## src/rtl/addsub_pkg.sv

```systemverilog
// addsub_pkg: shared state encoding and default widths for the chunked adder/subtractor
package addsub_pkg;
  localparam int W_DEF = 32;
  localparam int K_DEF = 8;
  typedef enum logic [1:0] {IDLE, RUN, DONE} state_t;
endpackage

```

## src/rtl/addsub_slice.sv

```systemverilog
// addsub_slice: K-bit combinational adder slice with carry in/out
module addsub_slice import addsub_pkg::*; #(
  parameter int K = K_DEF
) (
  input  logic [K-1:0] x,
  input  logic [K-1:0] y,
  input  logic         ci,
  output logic [K-1:0] s,
  output logic         co
);
  assign {co, s} = {1'b0, x} + {1'b0, y} + (K+1)'(ci);
endmodule

```

## src/rtl/addsub_seq_ctrl.sv

```systemverilog
// addsub_seq_ctrl: W-bit add/sub computed one K-bit chunk per cycle through a single reused slice
module addsub_seq_ctrl import addsub_pkg::*; #(
  parameter int W = W_DEF,
  parameter int K = K_DEF
) (
  input  logic         clk,
  input  logic         rst,
  input  logic         in_valid,
  output logic         in_ready,
  input  logic [W-1:0] a,
  input  logic [W-1:0] b,
  input  logic         sub,
  output logic         out_valid,
  input  logic         out_ready,
  output logic [W-1:0] sum,
  output logic         cout,
  output logic         ovf,
  output logic         busy
);
  localparam int M = W / K;
  localparam int IW = $clog2(M);
  state_t state, state_nx;
  logic [W-1:0] a_r, b_r;
  logic carry;
  logic [IW-1:0] idx;
  logic [K-1:0] s;
  logic co, last, accept;
  assign accept = in_valid && in_ready;
  assign last = idx == IW'(M - 1);
  addsub_slice #(.K(K)) u_slice (
    .x (a_r[idx*K +: K]),
    .y (b_r[idx*K +: K]),
    .ci(carry),
    .s (s),
    .co(co)
  );
  // state register
  always_ff @(posedge clk)
    state <= rst ? IDLE : state_nx;
  // next state: accept -> run M chunks -> hold until consumed
  always_comb begin
    state_nx = (state == IDLE && in_valid) ? RUN :
               (state == RUN && last)      ? DONE :
               (state == DONE && out_ready) ? IDLE : state;
  end
  // handshake and status outputs decoded from state
  always_comb begin
    in_ready  = state == IDLE;
    out_valid = state == DONE;
    busy      = state != IDLE;
  end
  // operand capture and chunked accumulation; flags taken from the top chunk
  always_ff @(posedge clk)
    if (rst) begin
      a_r   <= '0;
      b_r   <= '0;
      carry <= 1'b0;
      idx   <= '0;
      sum   <= '0;
      cout  <= 1'b0;
      ovf   <= 1'b0;
    end else if (accept) begin
      a_r   <= a;
      b_r   <= b ^ {W{sub}};
      carry <= sub;
      idx   <= '0;
      sum   <= '0;
      cout  <= 1'b0;
      ovf   <= 1'b0;
    end else if (state == RUN) begin
      sum[idx*K +: K] <= s;
      carry <= co;
      idx   <= last ? '0 : idx + 1'b1;
      if (last) begin
        cout <= co;
        ovf  <= (a_r[W-1] == b_r[W-1]) && (s[K-1] != a_r[W-1]);
      end
    end
endmodule

```

## config.mk

```make
export PLATFORM = sky130hd
export DESIGN_NAME = addsub_seq_ctrl
export DESIGN_NICKNAME = d
export VERILOG_FILES = /design/src/rtl/addsub_pkg.sv /design/src/rtl/addsub_slice.sv /design/src/rtl/addsub_seq_ctrl.sv
export SDC_FILE = /design/constraint.sdc
export NUM_CORES = 1
export LEC_CHECK = 0
export CAP_MARGIN = 20
export CORE_ASPECT_RATIO = 1.5
export CORE_MARGIN = 2
export CORE_UTILIZATION = 50
export DETAILED_ROUTE_END_ITERATION = 10
export HOLD_SLACK_MARGIN = 0.15
export PLACE_DENSITY = 0.87
export SLEW_MARGIN = 20
export SYNTH_ARGS = -nofsm -noshare
export SYNTH_HDL_FRONTEND = slang
export SYNTH_SLANG_ARGS = --single-unit
```

## constraint.sdc

```tcl
create_clock -name clk -period 7.4 [get_ports clk]
set_input_delay 1.11 -clock clk [delete_from_list [all_inputs] [get_ports clk]]
set_output_delay 1.11 -clock clk [all_outputs]
set_load 0.01 [all_outputs]
```

==> flow_summary.json <==
{
  "final_area_um2": 6190,
  "synth.distinct_cells": 44,
  "synth_top_cell_by_area": "dfxtp_1",
  "place_area_um2": 5840,
  "hold_violations": 0,
  "clockPowerShare_pct": 39.3,
  "vias_per_cell": 5.68,
  "ys_seq_area_share_pct": 43.2,
  "dieArea_um2": 10400,
  "internal-power_mw": 1.03,
  "core_um2": 9250,
  "p_switching_mw": 0.367,
  "syn_to_final_growth_pct": 29.5,
  "critPathSlowestCell": "dfxtp_1",
  "dr.pass1.iters": 5,
  "drc": 0,
  "max-slew-margin-rel_pct": 40.3,
  "synth.area.top_cells": "dfxtp_1, mux4_2, xnor2_1, a211oi_1, nor2_1",
  "drt_iter0_markers": 200,
  "tightest_slew_ns": 0.895,
  "combPwrFrac_pct": 17.5,
  "vdd_drop_max_mv": 0.136,
  "grt_pass1_vias": 3969,
  "ys_ff_latch": 103,
  "synthTopCellsByCount": "dfxtp_1, nor2_1, nand2_1, a21oi_1, a211oi_1",
  "status": "complete, no violations",
  "synthesis.area_um2": 4780,
  "timing.final.crit_share_pct": 49.1,
  "async_flop_share_pct": 0,
  "cts_buffers": 9,
  "worst_clock_skew_ns": 0.00850,
  "hp-class": "reg2reg",
  "start_util_pct": 51.6,
  "dpl.hpwl_um": 8640,
  "die_y_um": 124,
  "cts_root_buffer": "clkbuf_16",
  "nNetsFinal": 677,
  "yosys_warnings": 0,
  "p_leak_nw": 2.22,
  "path_max_fanout": 20,
  "synth_top_area_share_pct": 43.2,
  "rsz0062_at_grt": "no",
  "postRouteAntennaNets": 0,
  "p_sw_share_pct": 26.2,
  "p_seq_share_pct": 43.2,
  "wl_um": 11800,
  "port_buffers": 105,
  "grt_max_degree": 97,
  "max-clock-path-buffers": 2,
  "cts-hold-fix-buffers": 0,
  "netlist_instances": 506,
  "die_x_um": 83.8,
  "synth.most_common_cell": "dfxtp_1",
  "htreeDepth": 3,
  "crit_required_ns": 7.69,
  "powerDensity_nw_per_um2": 226,
  "yosys_most_used_dff": "dfxtp_1",
  "synth_fp_nets": 590,
  "cp-start-kind": "register",
  "arrival_ns": 3.93,
  "avgSynthCellArea_um2": 9.44,
  "fillers": 712,
  "min_period_ns": 3.63,
  "grtUsageTotal_pct": 23.3,
  "cpPeakStageDelay_ns": 0.91,
  "critPathCaptureType": "register",
  "routabilityCongestion": 0.900,
  "finalSetupViolCount": 0,
  "antenna_found_initial": 0,
  "num_antenna_cells": 0,
  "ctsResizeCount": 0,
  "slew_viol_final": 0,
  "path_cells": "mux4_2, fa_1, fa_1, a211o_1, a211o_1, a221oi_4, a22oi_1, nor2_2",
  "grt_pass1_wl_um": 19300,
  "rows": 43,
  "postCtsSetupBuffers": 0,
  "grt_overflow": 0,
  "cts.sinks": 103,
  "fin_tns_setup_ns": 0,
  "post_drt_wl_per_cell_um": 16.6,
  "clkLatencyLatePin_ns": 0.35,
  "vias": 4036,
  "timing.fmax_mhz": 275,
  "synth_edf_count": 0,
  "layout-drive-gt1-share_pct": 9.36,
  "pin_count": 106,
  "drv_cap": 0,
  "cts_tree": "yes",
  "holdWs_ns": 0.455,
  "critPathKind": "reg2reg",
  "cts.reportedPaths.clkPinSlew_ns": 0.07
}
cells in the final DEF (no fill, tap or decap), drive strengths merged, types with 2 or more instances in the layout:
cell type	instances
nor4	3
dfxtp	103
a211oi	37
a22oi	32
clkbuf	9
o21a	2
xnor2	33
fa	2
mux4	16
nor2	74
nand2b	4
o211ai	3
bufinv	3
nand2	72
nor3	4
clkdlybuf4s50	103
a21o	2
ha	13
o21ai	4
a211o	2
inv	11
a21oi	42
buf	7
power by group through the flow:
| stage | Combinational, mW | Clock (mW) | Sequential (mW) |
|---|---|---|---|
| after detailed placement | 0.242 | 0 | 0.617 |
| after floorplan | 0.162 | 0 | 0.610 |
| final | 0.244 | 0.550 | 0.605 |
| after CTS | 0.244 | 0.552 | 0.605 |
| after global placement | 0.235 | 0 | 0.616 |
| after global routing | 0.265 | 0.575 | 0.608 |
logic make-up (layout without fill, tap and decap cells):
kind of cell             count (synthesis)  count (layout)  share of synthesized area [%]
flip-flops                             103             103                           43.2
AND/OR/NAND/NOR                        165             165                           15.8
multiplexers                            17              17                           7.75
adder cells (fa/ha/maj)                 15              15                           4.24
XOR/XNOR                                34              34                           6.23
buffers and inverters                   42             134                           3.98
AO/OA/AOI/OAI                          130             130                           18.9
per-layer routing:
metal / vias to the layer above / part of all wire (%) / GRT usage [%]
li1: 1960 / - / -
met1: 1922 / 39 / 25.6
met2: 126 / 54 / 44.3
met3: 28 / 3.9 / 3.78
met4: 0 / 3.0 / 10.1
met5: - / 0 / 0
final timing paths:
| path | from | to | slack, ns | cells after the start |
|---|---|---|---|---|
| worst max-delay path | idx[1] | sum[30] | 3.77 | 8 |
| worst min-delay path | a_r[17] | a_r[17] | 0.45 | 2 |
| worst min register to register | a_r[17] | a_r[17] | 0.45 | 2 |
| worst max register to register | idx[1] | sum[30] | 3.77 | 8 |
registers in the layout (all words and copies together), names as in the netlist:
register / flops
b_r: 32
a_r: 32
idx: 2
state: 2
cout: 1
ovf: 1
carry: 1
sum: 32
critical path: cells and delay by family (launching register included):
family	cells	cell delay, ns
mux	1	0.43
compound gates	4	1.18
flops	1	0.91
fa+ha+maj	2	0.95
simple gates	1	0.11
through the flow:
step | utilization (%) | instances | power (mW) | setup slack [ns]
after detailed placement | 63.1 | 694 | 0.858 | 3.82
after CTS | 66.9 | 710 | 1.40 | 3.79
after global placement | 63.1 | 694 | 0.851 | 3.95
after global routing | 66.9 | 710 | 1.45 | 3.62
final | 66.9 | 710 | 1.40 | 3.77
after floorplan | - | 506 | 0.772 | 3.79
area by class of cell:
| type | count | area (um2) | share of cell area, % |
|---|---|---|---|
| Clock buffer | 9 | 225 | 3.64 |
| Tap cell | 112 | 140 | 2.26 |
| Sequential cell | 103 | 2060 | 33.3 |
| Inverter | 8 | 30.0 | 0.485 |
| Multi-Input combinational cell | 361 | 2530 | 40.8 |
| Timing Repair Buffer | 110 | 1080 | 17.4 |
| Clock inverter | 7 | 125 | 2.02 |
(Power assumes the default switching activity.)
